`config.mk`:
```
export PLATFORM = sky130hd
export DESIGN_NAME = fetch_unit_pf
export DESIGN_NICKNAME = d
export VERILOG_FILES = /design/src/rtl/fetch_unit_pf.sv
export SDC_FILE = /design/constraint.sdc
export NUM_CORES = 1
export LEC_CHECK = 0
export CORE_MARGIN = 5
export CORE_UTILIZATION = 25
export CTS_CLUSTER_DIAMETER = 80
export DETAILED_ROUTE_END_ITERATION = 16
export PLACE_DENSITY = 0.51
export SLEW_MARGIN = 20
export SYNTH_ARGS = -nofsm -noshare
export SYNTH_HDL_FRONTEND = slang
export SYNTH_SLANG_ARGS = --single-unit
```
`constraint.sdc`:
```
create_clock -name clk -period 3.6 [get_ports clk]
set_input_delay 0.36 -clock clk [delete_from_list [all_inputs] [get_ports clk]]
set_output_delay 0.36 -clock clk [all_outputs]
set_load 0.03 [all_outputs]
```
`src/rtl/fetch_unit_pf.sv`:
```
// Instruction fetch unit: PC generation, synchronous-read imem requests and a
// prefetch FIFO of {pc, instruction}. Supports redirect, flush and halt.
module fetch_unit_pf #(
    parameter int              XLEN       = 32,
    parameter int              IMEM_AW    = 8,
    parameter int              FIFO_DEPTH = 4,
    parameter logic [XLEN-1:0] RESET_PC   = '0
) (
    input  logic               clk,
    input  logic               reset,
    input  logic               redirect_valid,
    input  logic [XLEN-1:0]    redirect_pc,
    output logic               imem_req,
    output logic [IMEM_AW-1:0] imem_addr,
    input  logic [XLEN-1:0]    imem_rdata,
    output logic               out_valid,
    input  logic               out_ready,
    output logic [XLEN-1:0]    out_pc,
    output logic [XLEN-1:0]    out_instruction,
    output logic               halted
);

    localparam int PW = $clog2(FIFO_DEPTH);
    localparam int CW = PW + 1;

    localparam logic [0:0] ST_RUN  = 1'b0;
    localparam logic [0:0] ST_HALT = 1'b1;

    logic [0:0]      r_state;
    logic [XLEN-1:0] r_fetch_pc;
    logic [XLEN-1:0] r_pc_q;
    logic            r_inflight;
    logic [PW-1:0]   r_wr_ptr;
    logic [PW-1:0]   r_rd_ptr;
    logic [CW-1:0]   r_count;
    logic [XLEN-1:0] r_fifo_pc    [FIFO_DEPTH];
    logic [XLEN-1:0] r_fifo_instr [FIFO_DEPTH];

    logic [CW-1:0]   w_occupancy;
    logic            w_issue;
    logic            w_push;
    logic            w_pop;
    logic            w_redir_misaligned;
    logic [XLEN-1:0] w_redir_target;

    // Occupancy counts the outstanding request so the FIFO can never overflow.
    assign w_occupancy        = r_count + CW'(r_inflight);
    assign w_issue            = !reset && !redirect_valid && (r_state == ST_RUN)
                                && (w_occupancy < CW'(FIFO_DEPTH));
    assign w_push             = !reset && !redirect_valid && r_inflight;
    assign w_pop              = !reset && !redirect_valid && out_valid && out_ready;
    assign w_redir_misaligned = (redirect_pc[1:0] != 2'b00);
    assign w_redir_target     = {redirect_pc[XLEN-1:2], 2'b00};

    always_ff @(posedge clk) begin
        if (reset) begin
            r_state    <= ST_RUN;
            r_fetch_pc <= RESET_PC;
            r_pc_q     <= '0;
            r_inflight <= 1'b0;
            r_wr_ptr   <= '0;
            r_rd_ptr   <= '0;
            r_count    <= '0;
        end else begin
            r_inflight <= w_issue;
            if (redirect_valid) begin
                // Flush wins over any pop or push in the same cycle.
                r_state    <= w_redir_misaligned ? ST_HALT : ST_RUN;
                r_fetch_pc <= w_redir_target;
                r_wr_ptr   <= '0;
                r_rd_ptr   <= '0;
                r_count    <= '0;
            end else begin
                if (w_issue) begin
                    r_fetch_pc <= r_fetch_pc + XLEN'(4);
                    r_pc_q     <= r_fetch_pc;
                end
                if (w_push) r_wr_ptr <= r_wr_ptr + PW'(1);
                if (w_pop)  r_rd_ptr <= r_rd_ptr + PW'(1);
                r_count <= r_count + CW'(w_push) - CW'(w_pop);
            end
        end
    end

    always_ff @(posedge clk) begin
        if (w_push) begin
            r_fifo_pc[r_wr_ptr]    <= r_pc_q;
            r_fifo_instr[r_wr_ptr] <= imem_rdata;
        end
    end

    assign imem_req        = w_issue;
    assign imem_addr       = r_fetch_pc[IMEM_AW+1:2];
    assign out_valid       = (r_count != '0);
    assign out_pc          = out_valid ? r_fifo_pc[r_rd_ptr]    : '0;
    assign out_instruction = out_valid ? r_fifo_instr[r_rd_ptr] : '0;
    assign halted          = (r_state == ST_HALT);

endmodule

```
==> reports/qor.csv <==
stage;metric;value;unit
timing;final.hold.worst_slack;0.2381;ns
setup_path;worstPathArrival;2.78;ns
drt;detail_route.vias_per_cell;4.347;
die;boundaryPins;143;
cells_and_area;drive_gt1_share;16.28;%
setup_path;timing_worst_setup_path_type;reg -> out;
synthesis;postSynthCellCount;822;
power;internal_power;6.289;mW
status;outcome;complete, no violations;
power;switching_power;1.672;mW
synthesis;synth_seq_area_share;69.22;%
timing;period_share;87.22;%
grt;antenna_found_initial;1;
die;design.die.area;55880;sq um
drt;drt-wirelength-per-cell;18.46;microns
placement;place_congestion;0.7927;
synthesis;yosysUniqueCellTypes;55;
clock_network;cts.hold.buffers_added;0;
flow_run;cap_violations;0;
cells_and_area;design.final.nets;1032;
synthesis;yosys_register_bits;319;
synthesis;synth_compound_gate_area_share;3.994;%
timing;rsz0062_at_grt;no;
timing;setup_viol;0;
die;core.rowCount;83;
synthesis;postSynth.asyncResetShare;0;%
synthesis;yosys_most_used_dff;sky130_fd_sc_hd__edfxtp_1;
drt;drt_first_pass_iters;4;
clock_network;cts-resized-gates;0;
placement;placement.io_buffers;140;
setup_path;required;3.24;ns
clock_network;tritoncts.num_buffers;37;
drt;via_count;7229;
power;power.ir.vdd_worst;0.3241;mV
synthesis;mappedNetlistArea;12810;sq um
timing;clock-skew-final;0.01490;ns
synthesis;synth_edf_count;248;
synthesis;synth_warnings;0;
timing;hold_viol;0;
cells_and_area;layout.cells.most_common_list;248 x sky130_fd_sc_hd__edfxtp_1, 139 x sky130_fd_sc_hd__clkdlybuf4s50_1, 98 x sky130_fd_sc_hd__nand2_1, 69 x sky130_fd_sc_hd__dfxtp_1, 65 x sky130_fd_sc_hd__and2_1;
synthesis;synth_xor_xnor_area_share;0.5469;%
die;die-width;236.4;microns
drt;dr.first_iter.drc_count;399;
cells_and_area;area.growth.synth_to_final;26.22;%
drt;post-route-drc-count;0;
clock_network;cts_tree;built;
power;pwr-share-seq;50.8;%
timing;timing_worst_slew_pin_value;0.8605;ns
clock_network;ctsHtreeMaxLevel;2;
power;combinationalPowerShare;3.6;%
clock_network;post-cts-setup-buffers;0;
grt;pin_count_of_the_biggest_net_entering_global_routing;63;
power;power_frac_clock;45.6;%
timing;timing.setup.tns;0;ns
clock_network;clk_latency;0.53;ns
clock_network;worst_setup_hold_path_clk_slew;0.06;ns
synthesis;yosys-mux-area-fraction;11.93;%
drt;drt_wl_total;30690;microns
cells_and_area;antenna_cells_inserted;0;
synthesis;syn_area_cell;15.59;sq um
cells_and_area;leading_cell_type_in_the_layout_fill_and_taps_excluded;sky130_fd_sc_hd__edfxtp_1;
setup_path;critPathCaptureType;output port;
die;fp.dieH;236.4;microns
clock_network;cts.path.max_buffers;3;
drt;route.antenna.remaining_nets;0;
grt;grt_first_pass_wirelength;47110;microns
setup_path;crit_path_start_kind;flip-flop;
synthesis;synth_top_family_by_area;multiplexers;
timing;max_slew_margin;42.57;%
timing;fmaxAchievable;318.5;MHz
min_path;kind_of_path_behind_the_tightest_hold_check;in -> reg;
grt;grt_overflow;0;
power;power.switching_fraction;21.01;%
die;initial_utilization;25.08;%
grt;number_of_global_route_vias_before_repair;7567;
setup_path;critical_path_maximum_fanout;62;
grt;groute.usage.overall;10.87;%
synthesis;synth_simple_gate_area_share;10.86;%
timing;finalMaxSlewViolations;0;
clock_network;cts_num_sinks;319;
die;core;51090;sq um
power;power_leakage;5.102;nW
synthesis;synthAdderAreaFrac;0.8398;%
clock_network;clockRootBuffer;sky130_fd_sc_hd__clkbuf_16;
power;cellPowerDensity;492.3;nW/um^2
timing;period_minus_slack;3.140;ns
placement;hpwlAfterDp;18710;microns
==> power groups by stage <==
stage          combinational, mW  clock [mW]  sequential, mW
5_1_grt                    0.315        3.93            4.05
3_3_place_gp               0.290           0            4.12
4_1_cts                    0.294        3.78            4.04
2_1_floorplan              0.152           0            4.10
3_5_place_dp               0.293           0            4.12
6_report                   0.289        3.63            4.05
==> layout make-up <==
type / count / area [sq um]
clock buffers: 49 / 1065
multi-input cells: 435 / 3638
flip-flops and latches: 319 / 8876
fillers: 5081 / 34920
repair buffers: 154 / 1577
clock inverters: 17 / 131.4
inverters: 9 / 33.78
well taps: 680 / 850.8
==> synthesized netlist by cell type (5+ instances only) <==
master | n | area, sq um
sky130_fd_sc_hd__mux2_1 | 5 | 56.30
sky130_fd_sc_hd__o211ai_1 | 7 | 52.55
sky130_fd_sc_hd__nand3_1 | 19 | 95.09
sky130_fd_sc_hd__and3_1 | 14 | 87.58
sky130_fd_sc_hd__dfxtp_1 | 71 | 1421
sky130_fd_sc_hd__buf_2 | 18 | 90.09
sky130_fd_sc_hd__clkbuf_1 | 28 | 105.1
sky130_fd_sc_hd__a31oi_1 | 12 | 75.07
sky130_fd_sc_hd__ha_1 | 7 | 87.58
sky130_fd_sc_hd__nand4_1 | 14 | 87.58
sky130_fd_sc_hd__edfxtp_1 | 248 | 7447
sky130_fd_sc_hd__buf_4 | 13 | 97.59
sky130_fd_sc_hd__nand2_1 | 98 | 367.9
sky130_fd_sc_hd__nor2_1 | 20 | 75.07
sky130_fd_sc_hd__inv_1 | 8 | 30.03
sky130_fd_sc_hd__a21oi_1 | 42 | 210.2
sky130_fd_sc_hd__mux4_2 | 62 | 1396
sky130_fd_sc_hd__and2_1 | 65 | 406.6
sky130_fd_sc_hd__or3_1 | 8 | 50.05
==> worst max-delay path: stages, from the launching register on <==
cell	delay (ns)
sky130_fd_sc_hd__dfxtp_4	0.35
sky130_fd_sc_hd__buf_12	0.42
sky130_fd_sc_hd__mux4_2	0.65
sky130_fd_sc_hd__and2_1	0.18
sky130_fd_sc_hd__clkdlybuf4s50_1	0.59
==> per-stage QoR <==
stage / setup slack, ns / cells / area, sq um / total power [mW] / util, %
final: 0.4601 / 1663 / 16170 / 7.961 / 31.65
after global routing: 0.2905 / 1663 / 16170 / 8.296 / 31.65
after CTS: 0.3615 / 1663 / 16170 / 8.118 / 31.65
after detailed placement: 0.5512 / 1597 / 14980 / 4.416 / 29.31
after global placement: 0.5972 / 1597 / 14980 / 4.411 / 29.31
after floorplan: 0.8041 / 823 / 12820 / 4.253 / -
==> worst paths after layout <==
kind / slack (ns) / startpoint / endpoint / cells past startpoint
worst max register to register: 1.16 / r_count[2] / r_count[2] / 10
worst min-delay path: 0.24 / reset / r_pc_q[30] / 2
worst min register to register: 0.50 / r_pc_q[26] / r_pc_q[26] / 2
worst max-delay path: 0.46 / flip-flop / out_pc[15] / 4
==> cells by family (layout without fill, tap and decap cells) <==
family                   after synthesis  after routing
flip-flops                           319            319
AND/OR/NAND/NOR                      261            261
AO/OA/AOI/OAI                         83             83
multiplexers                          73             73
buffers and inverters                 69            229
adder cells (fa/ha/maj)                8              8
XOR/XNOR                               8              8
other                                  1              2
==> sequential cells by signal (all words and copies together), names as in the netlist, named ones only <==
register and cells:
halted 1, r_count 3, r_fetch_pc 30, r_fifo_instr 128, r_fifo_pc 120, r_inflight 1
r_pc_q 30, r_rd_ptr 2, r_wr_ptr 2
==> routing by layer <==
metal	vias up	part of all wire, %	track usage, %
met5	-	0	0
met4	0	1.9	3.201
met3	45	5.1	2.455
met2	176	48	17.44
met1	3616	45	14.81
li1	3392	-	-
Power figures use the tool's default switching activity.
